--- src/rtl/ttt_pkg.sv ---
// Shared types and constants for the tic-tac-toe match sequencer.
package ttt_pkg;

    typedef enum logic [3:0] {
        StIdle,
        StClear,
        StXTurn,
        StXWait,
        StOReq,
        StOWait,
        StCheck,
        StGameOver,
        StMatchOver
    } state_e;

    localparam logic [1:0] RES_NONE = 2'b00;
    localparam logic [1:0] RES_X    = 2'b01;
    localparam logic [1:0] RES_O    = 2'b10;
    localparam logic [1:0] RES_DRAW = 2'b11;

    localparam logic [8:0] BOARD_FULL = 9'h1FF;

endpackage

--- src/rtl/ttt_match_ctrl_if.sv ---
// Player front-end and board-block signals of the match sequencer.
interface ttt_match_ctrl_if #(
    parameter int unsigned SCORE_W = 4
);
    logic               start;
    logic               x_req;
    logic [8:0]         x_sq;
    logic               x_ack;
    logic               x_nack;
    logic               o_req;
    logic               o_valid;
    logic [8:0]         o_sq;
    logic [8:0]         board_x;
    logic [8:0]         board_o;
    logic               winner;
    logic               gs_reset;
    logic [8:0]         x_move;
    logic [8:0]         o_move;
    logic               busy;
    logic               match_done;
    logic [SCORE_W-1:0] score_x;
    logic [SCORE_W-1:0] score_o;
    logic [SCORE_W-1:0] draws;
    logic [1:0]         last_result;
    logic               err;

    // master: the sequencer itself; slave: players and board block.
    modport master (
        input  start, x_req, x_sq, o_valid, o_sq, board_x, board_o, winner,
        output x_ack, x_nack, o_req, gs_reset, x_move, o_move, busy, match_done,
               score_x, score_o, draws, last_result, err
    );

    modport slave (
        output start, x_req, x_sq, o_valid, o_sq, board_x, board_o, winner,
        input  x_ack, x_nack, o_req, gs_reset, x_move, o_move, busy, match_done,
               score_x, score_o, draws, last_result, err
    );

endinterface

--- src/rtl/ttt_move_check.sv ---
// Move legality: square is exactly one-hot and not already occupied.
module ttt_move_check (
    input  logic [8:0] sq,
    input  logic [8:0] occupied,
    output logic       legal
);

    assign legal = (sq != 9'd0) && ((sq & (sq - 9'd1)) == 9'd0) && ((sq & occupied) == 9'd0);

endmodule

--- src/rtl/ttt_match_ctrl.sv ---
// Match sequencer: turn order, move legality, game result and match scoring.
module ttt_match_ctrl
    import ttt_pkg::*;
#(
    parameter int unsigned TIMEOUT_CYCLES = 1000,
    parameter int unsigned WIN_TARGET     = 3,
    parameter int unsigned SCORE_W        = 4
) (
    input  logic            clk,
    input  logic            reset_n,
    ttt_match_ctrl_if.master mc
);

    localparam int unsigned TimerW = (TIMEOUT_CYCLES > 1) ? $clog2(TIMEOUT_CYCLES) : 1;

    state_e              state_q, state_d;
    logic [TimerW-1:0]   timer_q, timer_d;
    logic [8:0]          snap_q, snap_d;
    logic                mover_o_q, mover_o_d;
    logic                wait_q, wait_d;
    logic [1:0]          res_q, res_d;
    logic [SCORE_W-1:0]  score_x_q, score_x_d, score_o_q, score_o_d, draws_q, draws_d;
    logic [1:0]          last_result_q, last_result_d;
    logic                match_done_q, match_done_d;
    logic                err_q, err_d;
    logic                gs_reset_q, o_req_q, busy_q;
    logic                x_legal, o_legal, timer_exp;
    logic [8:0]          occupied, mover_board;

    assign occupied    = mc.board_x | mc.board_o;
    assign mover_board = mover_o_q ? mc.board_o : mc.board_x;
    assign timer_exp   = (timer_q == TimerW'(TIMEOUT_CYCLES - 1));

    ttt_move_check u_x_check (
        .sq       (mc.x_sq),
        .occupied (occupied),
        .legal    (x_legal)
    );

    ttt_move_check u_o_check (
        .sq       (mc.o_sq),
        .occupied (occupied),
        .legal    (o_legal)
    );

    always_comb begin
        state_d       = state_q;
        snap_d        = snap_q;
        mover_o_d     = mover_o_q;
        wait_d        = wait_q;
        res_d         = res_q;
        score_x_d     = score_x_q;
        score_o_d     = score_o_q;
        draws_d       = draws_q;
        last_result_d = last_result_q;
        match_done_d  = match_done_q;
        err_d         = err_q;
        mc.x_ack      = 1'b0;
        mc.x_nack     = 1'b0;
        mc.x_move     = 9'd0;
        mc.o_move     = 9'd0;

        case (state_q)
            StIdle: begin
                if (mc.start) state_d = StClear;
            end
            StMatchOver: begin
                if (mc.start) begin
                    state_d       = StClear;
                    score_x_d     = '0;
                    score_o_d     = '0;
                    draws_d       = '0;
                    last_result_d = RES_NONE;
                    match_done_d  = 1'b0;
                end
            end
            StClear: state_d = StXTurn;
            StXTurn: begin
                // A legal move in the expiry cycle beats the timeout.
                if (mc.x_req && x_legal) begin
                    mc.x_ack  = 1'b1;
                    mc.x_move = mc.x_sq;
                    snap_d    = mc.board_x | mc.x_sq;
                    mover_o_d = 1'b0;
                    wait_d    = 1'b0;
                    state_d   = StXWait;
                end else begin
                    mc.x_nack = mc.x_req;
                    if (timer_exp) begin
                        res_d   = RES_O;
                        state_d = StGameOver;
                    end
                end
            end
            StXWait: begin
                wait_d = 1'b1;
                if (wait_q) state_d = StCheck;
            end
            StOReq: begin
                if (mc.o_valid) begin
                    if (o_legal) begin
                        mc.o_move = mc.o_sq;
                        snap_d    = mc.board_o | mc.o_sq;
                        mover_o_d = 1'b1;
                        state_d   = StOWait;
                    end else begin
                        res_d   = RES_X;
                        state_d = StGameOver;
                    end
                end else if (timer_exp) begin
                    res_d   = RES_X;
                    state_d = StGameOver;
                end
            end
            StOWait: state_d = StCheck;
            StCheck: begin
                if (mover_board != snap_q) err_d = 1'b1;
                if (mc.winner) begin
                    res_d   = mover_o_q ? RES_O : RES_X;
                    state_d = StGameOver;
                end else if (occupied == BOARD_FULL) begin
                    res_d   = RES_DRAW;
                    state_d = StGameOver;
                end else begin
                    state_d = mover_o_q ? StXTurn : StOReq;
                end
            end
            StGameOver: begin
                last_result_d = res_q;
                case (res_q)
                    RES_X:    score_x_d = score_x_q + 1'b1;
                    RES_O:    score_o_d = score_o_q + 1'b1;
                    RES_DRAW: draws_d   = draws_q + 1'b1;
                    default:  ;
                endcase
                if ((score_x_d == SCORE_W'(WIN_TARGET)) || (score_o_d == SCORE_W'(WIN_TARGET))) begin
                    match_done_d = 1'b1;
                    state_d      = StMatchOver;
                end else begin
                    state_d = StClear;
                end
            end
            default: state_d = StIdle;
        endcase
    end

    // Timer restarts whenever a turn state is freshly entered.
    assign timer_d = ((state_d == state_q) && ((state_q == StXTurn) || (state_q == StOReq))) ?
                     timer_q + 1'b1 : '0;

    always_ff @(posedge clk or negedge reset_n) begin
        if (!reset_n) begin
            state_q       <= StIdle;
            timer_q       <= '0;
            snap_q        <= 9'd0;
            mover_o_q     <= 1'b0;
            wait_q        <= 1'b0;
            res_q         <= RES_NONE;
            score_x_q     <= '0;
            score_o_q     <= '0;
            draws_q       <= '0;
            last_result_q <= RES_NONE;
            match_done_q  <= 1'b0;
            err_q         <= 1'b0;
            gs_reset_q    <= 1'b0;
            o_req_q       <= 1'b0;
            busy_q        <= 1'b0;
        end else begin
            state_q       <= state_d;
            timer_q       <= timer_d;
            snap_q        <= snap_d;
            mover_o_q     <= mover_o_d;
            wait_q        <= wait_d;
            res_q         <= res_d;
            score_x_q     <= score_x_d;
            score_o_q     <= score_o_d;
            draws_q       <= draws_d;
            last_result_q <= last_result_d;
            match_done_q  <= match_done_d;
            err_q         <= err_d;
            gs_reset_q    <= (state_d == StClear);
            o_req_q       <= (state_d == StOReq);
            busy_q        <= (state_d != StIdle) && (state_d != StMatchOver);
        end
    end

    assign mc.gs_reset    = gs_reset_q;
    assign mc.o_req       = o_req_q;
    assign mc.busy        = busy_q;
    assign mc.match_done  = match_done_q;
    assign mc.score_x     = score_x_q;
    assign mc.score_o     = score_o_q;
    assign mc.draws       = draws_q;
    assign mc.last_result = last_result_q;
    assign mc.err         = err_q;

endmodule
--- src/flat_wrapper.sv ---
// flat-port wrapper written by rule: the top's interface ports become plain ports
module ttt_match_ctrl_flat import ttt_pkg::*;
#(
    parameter int unsigned TIMEOUT_CYCLES = 1000,
    parameter int unsigned WIN_TARGET     = 3,
    parameter int unsigned SCORE_W        = 4
)
  (clk, reset_n, mc_start, mc_x_req, mc_x_sq, mc_o_valid, mc_o_sq, mc_board_x, mc_board_o, mc_winner, mc_x_ack, mc_x_nack, mc_o_req, mc_gs_reset, mc_x_move, mc_o_move, mc_busy, mc_match_done, mc_score_x, mc_score_o, mc_draws, mc_last_result, mc_err);
  ttt_match_ctrl_if #(.SCORE_W(SCORE_W)) mc_i ();
  input  logic clk;
  input  logic reset_n;
  input wire logic [$bits(mc_i.start)-1:0] mc_start;
  input wire logic [$bits(mc_i.x_req)-1:0] mc_x_req;
  input wire logic [$bits(mc_i.x_sq)-1:0] mc_x_sq;
  input wire logic [$bits(mc_i.o_valid)-1:0] mc_o_valid;
  input wire logic [$bits(mc_i.o_sq)-1:0] mc_o_sq;
  input wire logic [$bits(mc_i.board_x)-1:0] mc_board_x;
  input wire logic [$bits(mc_i.board_o)-1:0] mc_board_o;
  input wire logic [$bits(mc_i.winner)-1:0] mc_winner;
  output wire logic [$bits(mc_i.x_ack)-1:0] mc_x_ack;
  output wire logic [$bits(mc_i.x_nack)-1:0] mc_x_nack;
  output wire logic [$bits(mc_i.o_req)-1:0] mc_o_req;
  output wire logic [$bits(mc_i.gs_reset)-1:0] mc_gs_reset;
  output wire logic [$bits(mc_i.x_move)-1:0] mc_x_move;
  output wire logic [$bits(mc_i.o_move)-1:0] mc_o_move;
  output wire logic [$bits(mc_i.busy)-1:0] mc_busy;
  output wire logic [$bits(mc_i.match_done)-1:0] mc_match_done;
  output wire logic [$bits(mc_i.score_x)-1:0] mc_score_x;
  output wire logic [$bits(mc_i.score_o)-1:0] mc_score_o;
  output wire logic [$bits(mc_i.draws)-1:0] mc_draws;
  output wire logic [$bits(mc_i.last_result)-1:0] mc_last_result;
  output wire logic [$bits(mc_i.err)-1:0] mc_err;
  assign mc_i.start = mc_start;
  assign mc_i.x_req = mc_x_req;
  assign mc_i.x_sq = mc_x_sq;
  assign mc_i.o_valid = mc_o_valid;
  assign mc_i.o_sq = mc_o_sq;
  assign mc_i.board_x = mc_board_x;
  assign mc_i.board_o = mc_board_o;
  assign mc_i.winner = mc_winner;
  assign mc_x_ack = mc_i.x_ack;
  assign mc_x_nack = mc_i.x_nack;
  assign mc_o_req = mc_i.o_req;
  assign mc_gs_reset = mc_i.gs_reset;
  assign mc_x_move = mc_i.x_move;
  assign mc_o_move = mc_i.o_move;
  assign mc_busy = mc_i.busy;
  assign mc_match_done = mc_i.match_done;
  assign mc_score_x = mc_i.score_x;
  assign mc_score_o = mc_i.score_o;
  assign mc_draws = mc_i.draws;
  assign mc_last_result = mc_i.last_result;
  assign mc_err = mc_i.err;
  ttt_match_ctrl #(.TIMEOUT_CYCLES(TIMEOUT_CYCLES), .WIN_TARGET(WIN_TARGET), .SCORE_W(SCORE_W)) u_core (.clk(clk), .reset_n(reset_n), .mc(mc_i));
endmodule
--- config.mk ---
export PLATFORM = sky130hd
export DESIGN_NAME = ttt_match_ctrl_flat
export DESIGN_NICKNAME = d
export VERILOG_FILES = /design/src/rtl/ttt_pkg.sv /design/src/rtl/ttt_match_ctrl_if.sv /design/src/rtl/ttt_move_check.sv /design/src/rtl/ttt_match_ctrl.sv /design/src/flat_wrapper.sv
export SDC_FILE = /design/constraint.sdc
export NUM_CORES = 1
export LEC_CHECK = 0
export ABC_AREA = 1
export CORE_ASPECT_RATIO = 0.8
export CORE_MARGIN = 2
export CORE_UTILIZATION = 55
export DETAILED_ROUTE_END_ITERATION = 6
export DONT_BUFFER_PORTS = 1
export HOLD_SLACK_MARGIN = 0.1
export MAX_ROUTING_LAYER = met4
export PLACE_DENSITY_LB_ADDON = 0.1
export SLEW_MARGIN = 20
export SYNTH_ARGS = -nofsm -noshare
export SYNTH_HDL_FRONTEND = slang
export SYNTH_SLANG_ARGS = --single-unit
--- constraint.sdc ---
create_clock -name clk -period 4.35 [get_ports clk]
set_clock_uncertainty 0.15 [all_clocks]
set_input_delay 0.87 -clock clk [delete_from_list [all_inputs] [get_ports clk]]
set_output_delay 0.87 -clock clk [all_outputs]
set_load 0.01 [all_outputs]
==> results.md, run 1 <==
- After layout, the worst setup slack is 1.00 ns.
- The placer's final routability congestion estimate is 0.924.
- For the pin with the worst max-slew slack, the measured transition is 0.805 ns.
- The die area is 6660 µm².
- 81 I/O pins were placed.
- The routed wirelength normalized by instance count is 15.0 µm.
- The most used flip-flop cell after synthesis is sky130_fd_sc_hd__dfrtp_1.
- Of the cells placed in the final design, the portion with a size suffix greater than 1 is 0.114.
- The flow ran to the end, and the final reports show no timing, DRC or antenna violations.
- Across the run, the number of max-cap violations was 0.
- The sequential standard cell area is 1150 µm².
- The H-tree was split into 2 levels.
- The first global-routing pass estimated 14.4 mm of wire.
- The clock tree from TritonCTS is done.
- The synthesized design contains 46 register bits.
- Clock-pin slew was measured on the worst setup and hold paths at 0.08 ns.
- The initial standard-cell utilization of the core is 0.566.
- The multi-input logic area is 1870 µm².
- The final period demand of the worst path is 3.35 ns.
- The number of nets in the synthesized netlist is 537.
- The sum of overflow across all layers after global routing is 0.
- In this design, the critical path's most frequently occurring cell is sky130_fd_sc_hd__nor2_1.
- The netlist uses 36 different library cells.
- The number of global-route vias before repair is 2870.
- Compared with the post-synthesis result, the final layout area differs by 5.70%.
- The worst endpoint data arrival time is 2.33 ns.
- The die height is 73.4 µm.
- The signal on the critical path passes through nor2_1 > o21ai_0 > nor2_1 > nand2_1 > nor2_1 > nand3_1 > nor2_1.
- CTS placed an instance of sky130_fd_sc_hd__clkbuf_8 at the clock tree root.
- The critical path in this run is classified as input pin to output port.
- The share of the yosys chip area belonging to registers is 0.348.
- The routed wire length is 8.60 mm.
- The quantity of gates resized following cts is 0.
- The number of enable flip-flop cells after synthesis is 0.
- 0 antenna diodes ended up in the layout.
- The detailed-route DRC error count is 0.
- The worst slew margin relative to its limit is 0.460.
- The number of hold violations in the final report came to 0.
- The detail route stage leaves a number of antenna-violating nets equal to 0.
- The cell area that synthesis handed to floorplanning was 3310 µm².
- After detailed routing, the number of vias per cell comes to 5.60.
- The startpoint of the most critical setup path is mc_board_o[1].
- Port buffering added 0 buffers.
- The worst voltage drop across the vdd grid is 0.342 mV.
- Summed over all cells, the static leakage comes to 1.72 nW.
- The beginning of the worst register-to-register path is u_core.state_q[0].
- The category of the worst setup path capture point is an output port.
- The number of detailed-routing iterations run before antenna repair is 4.
- The core area is 5850 µm².
- The number of CTS-inserted buffers is 5.
- The number of hold-repair buffers added at the cts stage is 0.
- The share of synthesized registers carrying an async set or reset is 1.00.
- The all-layer global routing usage is 0.279.
- The clock drives 46 sinks.
- The pre-CTS setup slack is 1.01 ns.
- Entering global routing, the biggest net connects 47 pins.
- The worst setup path is launched from an input pin.
- In this run the deepest clock path goes through 2 buffers.
- The number of DRC violations after detailed-routing iteration 0 is 225.
- The total number of nets in the final design is 538.
- The buffers inserted during post-CTS setup optimization is 0.
- In this run the worst hold path is classified as input pin to async pin.
- The fill cell total of the finished layout is 569.
- Summing over every cut layer, the via total after detailed routing is 3216.
- The floorplan step set the die width to 90.8 µm.
- During synthesis, Yosys emitted a total of 0 warnings.
- The detailed placement HPWL is 6.82 mm.
- Row generation in the floorplan step produced 25 rows.
- The highest-delay cell along the critical path is sky130_fd_sc_hd__nand3_1.
- For this run, the slowest stage of the critical path takes 0.37 ns.
- Of all nets on the critical path, the largest fanout is 12.
- Setup repair after global routing left no endpoint under its margin.
- The number of instances in the synthesized netlist is 491.
- The total power density per cell area is 543 nW/µm².
- The synthesized area divided by synthesized cell count is 6.75 µm².
- After routing, the total negative slack on setup checks comes to 0 ns.
- The number of antenna violations at the first check in global routing is 0.
- The latest clock arrival within the worst-skew pair is 0.30 ns.
- The number of max-slew violations in the final report came to 0.
- Of the available clock period, the critical path in the final layout requires 0.770.
- Setup violations remaining at the end of the flow were counted as 0.
- For this run, the top clock speed supported by timing is 0.299 GHz.
- The required time reported for the critical path endpoint is 3.33 ns.
-- stage by stage --
step	utilization	cells	total power, mW	area [µm²]	hold slack, ns
4_1_cts	0.594	573	1.90	3470	0.101
2_1_floorplan	-	491	1.43	3310	0.293
5_1_grt	0.599	574	2.08	3500	0.259
3_5_place_dp	0.578	565	1.62	3380	0.312
3_3_place_gp	0.578	565	1.60	3380	0.310
6_report	0.599	574	1.90	3500	0.251
-- routing by layer --
metal	GRT usage	part of all wire
met1	0.430	0.50
met2	0.380	0.41
met3	0.0431	0.081
met4	0.0667	0.012
met5	-	0
-- layout make-up --
cell class	instances	share of cell area
well taps	81	0.0289
inverters	70	0.0751
flip-flops and latches	46	0.329
clock buffers	7	0.0247
multi-input cells	368	0.533
repair buffers	1	0.00786
clock inverters	1	0.00143
-- logic make-up after synthesis --
family / Yosys count / synth area share
buffers and inverters: 77 / 0.0888
AND/OR/NAND/NOR: 280 / 0.385
flip-flops: 46 / 0.348
adder cells (fa/ha/maj): 4 / 0.0151
XOR/XNOR: 17 / 0.0450
AO/OA/AOI/OAI: 67 / 0.119
-- worst paths after layout --
kind                       cells past startpoint  slack (ns)                 end
max                                            7        1.00        mc_x_move[4]
min                                            1        0.25    u_core.snap_q[1]
max reg2reg                                    7        1.94  u_core.mc.draws[2]
min reg2reg                                    1        0.32   u_core.timer_q[0]
max in group asynchronous                      1        3.58   u_core.timer_q[3]
min in group clk                               1        0.32   u_core.timer_q[0]
-- power breakdown --
part	leakage [nW]	internal, mW	switching, mW
clock network	0.0482	0.128	0.142
logic	1.10	0.295	0.613
registers	0.574	0.565	0.159
-- worst max-delay path, delay by kind of cell --
kind	cells	cell delay (ns)
AOI/OAI and AO/OA	1	0.12
and+or+nand+nor	6	1.33
-- state kept, by name (all words and copies together) (netlist names) --
name,flops
u_core.timer_q,10
u_core.snap_q,9
u_core.mc.draws,4
u_core.mc.score_o,4
u_core.mc.score_x,4
u_core.state_q,4
u_core.mc.last_result,2
u_core.res_q,2
u_core.mc.busy,1
u_core.mc.err,1
u_core.mc.gs_reset,1
u_core.mc.match_done,1
u_core.mc.o_req,1
u_core.mover_o_q,1
u_core.wait_q,1
-- Yosys cell counts, drive strengths merged, types with 3 or more instances --
master | instances | area (µm²)
a21oi | 8 | 43.8
a31oi | 10 | 62.6
buf | 4 | 20.0
clkbuf | 3 | 11.3
dfrtp | 46 | 1150
ha | 4 | 50.1
inv | 70 | 263
nand2 | 137 | 539
nand3 | 40 | 238
nand4 | 9 | 56.3
nor2 | 75 | 337
nor3 | 16 | 85.1
o21ai | 38 | 190
o22ai | 3 | 18.8
o31ai | 3 | 36.3
xnor2 | 4 | 35.0
xor2 | 13 | 114
-- placed cells by master (no fill, tap or decap), types with 6 or more instances in the layout --
cell | synthesis | routed
sky130_fd_sc_hd__a21oi_1 | 7 | 7
sky130_fd_sc_hd__a31oi_1 | 10 | 10
sky130_fd_sc_hd__clkbuf_8 | 0 | 6
sky130_fd_sc_hd__dfrtp_1 | 46 | 46
sky130_fd_sc_hd__inv_1 | 60 | 60
sky130_fd_sc_hd__inv_2 | 10 | 10
sky130_fd_sc_hd__nand2_1 | 129 | 129
sky130_fd_sc_hd__nand2_2 | 7 | 7
sky130_fd_sc_hd__nand3_1 | 34 | 34
sky130_fd_sc_hd__nand4_1 | 9 | 9
sky130_fd_sc_hd__nor2_1 | 55 | 55
sky130_fd_sc_hd__nor2_2 | 19 | 19
sky130_fd_sc_hd__nor3_1 | 15 | 15
sky130_fd_sc_hd__o21ai_0 | 28 | 28
sky130_fd_sc_hd__o21ai_1 | 10 | 10
sky130_fd_sc_hd__xor2_1 | 13 | 13
Power figures use the tool's default switching activity.
==> run 2, diff against run 1 <==
==> constraint.sdc (replaced) <==
create_clock -name clk -period 2.9 [get_ports clk]
set_clock_uncertainty 0.15 [all_clocks]
set_input_delay 0.58 -clock clk [delete_from_list [all_inputs] [get_ports clk]]
set_output_delay 0.58 -clock clk [all_outputs]
set_load 0.01 [all_outputs]
==> results.md, run 2 (same netlist as run 1, synthesis figures left out) <==
- The run finished with clean final reports.
- The largest register by flop count is u_core.timer_q.
- The number of CTS-inserted buffers is 5.
- For this block, the via count after detailed routing is 3206.
- Cell internal power was estimated by the tool at 1.47 mW.
- The congestion estimate from routability-driven global placement came to 1.04.
- The routed wirelength normalized by instance count is 14.9 µm.
- The first routing iteration left 252 violations.
- The number of antenna violations at the first check in global routing is 0.
- The die is 90.8 µm wide.
- The fraction of power spent switching nets is 0.484.
- Clock tree synthesis selected as its root buffer the cell sky130_fd_sc_hd__clkbuf_8.
- The final period demand of the worst path is 2.60 ns.
- The worst hold endpoint is u_core.state_q[3].
- Input and output buffers added on the ports amount to 0.
- In this run the count of I/O pins placed on the die edge is 81.
- Dividing the final minimum period by the clock period gives 0.897.
- The worst reg-to-reg path cell count is 11.
- The die area is 6660 µm².
- For this run, the detailed router's first-pass iteration total came to 5.
- The clock network fraction of design power is 0.135.
- For the pin with the worst max-slew slack, the measured transition is 0.599 ns.
- The first global-routing pass estimated 14.1 mm of wire.
- In the routed design, unresolved DRC markers number 0.
- The fraction of final layout cells sized beyond drive strength 1 is 0.123.
- The cell depth of the worst hold path is 1.
- The core area is 5850 µm².
- Summed over all cells, the static leakage comes to 1.73 nW.
- The minimum setup slack among reg-to-reg paths is 0.85 ns.
- The worst voltage drop across the vdd grid is 0.473 mV.
- The largest net degree at the start of global routing is 47.
- The maximum clock path buffer count is 2.
- The clock slew at the register clock pins of the worst setup and hold paths is 0.08 ns.
- For this configuration, the core starts out at a cell density of 0.566.
- The total number of nets in the final design is 542.
- Using the TritonRoute via totals, the vias-per-cell ratio works out to 5.55.
- Of the total power, registers draw 0.379.
- Across the whole layout, storage elements account for 1150 µm².
- In the final layout, the registers with the most flip-flops are u_core.timer_q x10, u_core.snap_q x9.
- The peak fanout along the critical path is 12.
- Counting every sink on the clock net gives 46.
- In this run the most critical hold path is launched from mc_start.
- The later pin in the worst-skew pair is clocked with a latency of 0.30 ns.
- At the end of the flow the core is filled with cells to 0.605.
- The number of global-route vias before repair is 2851.
- Timing analysis after detailed placement gives a worst setup slack of 0.288 ns.
- Headroom to the max-slew limit came out at 0.601.
- The repair_antennas step left the layout with diodes totalling 0.
- The number of max-cap violations is 0.
- Of the total power, combinational logic draws 0.486.
- The HPWL after detailed placement is 6.88 mm.
- The flip-flop count of the largest register, all copies and words added is 10.
- Row generation in the floorplan step produced 25 rows.
- The multi-input logic area is 1870 µm².
- Across every metal layer, demand over resource in global routing totals 0.274.
- Summed over all layers, the routed wires come to 8.63 mm.
- The buffers inserted during post-CTS setup optimization is 0.
- Setup repair after global routing left no endpoint under its margin.
- The total power density per cell area is 808 nW/µm².
- The die height is 73.4 µm.
- The library cell used most frequently in the layout, excluding fill and tap cells, is sky130_fd_sc_hd__nand2_1.
- The category of the worst setup path capture point is an output port.
- The number of max-slew violations in the final report is 0.
- Adding up every negative setup slack in the final design gives 0 ns.
- The worst setup path is launched from a register.
- The number of hold violations in the final report is 0.
- The top achievable clock speed is 0.385 GHz.
- The sum of overflow across all layers after global routing is 0.
- The final critical-path setup slack is 0.299 ns.
- The tightest min-delay check is of the input pin to register type.
- The library cells used most frequently in the layout, excluding fill and tap cells, are 129 x sky130_fd_sc_hd__nand2_1, 60 x sky130_fd_sc_hd__inv_1, 55 x sky130_fd_sc_hd__nor2_1.
- The worst setup path is of the register to output port kind.
- The worst endpoint data arrival time is 1.87 ns.
- The signed area change from the synthesized netlist to the final layout is 6.80%.
- TritonCTS built the clock tree.
- Setup violations remaining at the end of the flow were counted as 0.
- CTS built an H-tree with a depth of 2.
- The required time reported for the critical path endpoint is 2.17 ns.
- The total net switching power is 1.38 mW.
- In this run the critical register-to-register path is captured at u_core.timer_q[8].
- Counting the fill cells in the layout gives 559.
- Once detail routing completed, the nets flagged for antenna violations numbered 0.
- In this run the critical register-to-register path is launched from u_core.state_q[2].
## run 2: cell count changes in the layout (fill, tap and decap cells not counted), sizes merged
cell / delta
clkinv: +1
buf: +3
clkbuf: -2
clkinvlp: +1
dlygate4sd3: +1
## run 2: area by class of cell
type | count | share of cell area
Clock buffer | 5 | 0.0195
Clock inverter | 3 | 0.00601
Inverter | 70 | 0.0743
Multi-Input combinational cell | 368 | 0.529
Sequential cell | 46 | 0.325
Tap cell | 81 | 0.0287
Timing Repair Buffer | 5 | 0.0170
## run 2: worst max-delay path by stage
stage | start | to | slack [ns] | depth (start not counted)
6_report | u_core.state_q[2] | mc_x_move[4] | 0.30 | 8
5_1_grt | u_core.state_q[2] | mc_x_move[7] | 0.13 | 8
4_1_cts | u_core.state_q[0] | mc_o_move[2] | 0.17 | 7
3_5_place_dp | mc_board_x[7] | mc_o_move[2] | 0.29 | 9
3_3_place_gp | mc_board_o[4] | mc_o_move[3] | 0.31 | 7
2_1_floorplan | mc_board_x[6] | mc_x_move[0] | 0.50 | 10
## run 2: worst max-delay path: stages (launching register included)
cell and delay, ns:
sky130_fd_sc_hd__dfrtp_1 0.39, sky130_fd_sc_hd__inv_1 0.13, sky130_fd_sc_hd__nand3_2 0.11, sky130_fd_sc_hd__nor2_2 0.25
sky130_fd_sc_hd__inv_2 0.09, sky130_fd_sc_hd__nor2_1 0.13, sky130_fd_sc_hd__nand3_1 0.10, sky130_fd_sc_hd__buf_4 0.19
sky130_fd_sc_hd__nor2_1 0.19
## run 2: timing repair
| item | 4_1_cts | 5_1_grt |
|---|---|---|
| hold endpoints to repair | 46 | 0 |
| setup endpoints to repair | 0 | 3 |
| hold buffers | 2 | 0 |
| resized for setup | 0 | 1 |
## run 2: layer usage
metal	GRT usage	up-vias	part of all wire
li1	-	1592	-
met1	0.411	1452	0.48
met2	0.380	149	0.42
met3	0.0605	13	0.085
met4	0.0547	0	0.014
met5	-	-	0
## run 2: power by group through the flow
stage          Clock [mW]  Combinational (mW)  Sequential (mW)
4_1_cts             0.399                1.38             1.08
2_1_floorplan           0                1.09             1.05
6_report            0.385                1.39             1.08
3_3_place_gp            0                1.32             1.09
5_1_grt             0.427                1.59             1.11
3_5_place_dp            0                1.36             1.09
## run 2: stage by stage
step	power (mW)	hold slack, ns	instance area [µm²]	cells
floorplan	2.14	0.134	3310	491
finish	2.86	0.219	3540	578
CTS	2.86	0.212	3530	578
global placement	2.41	0.135	3400	568
global route	3.13	0.213	3540	578
detailed placement	2.45	0.135	3400	568
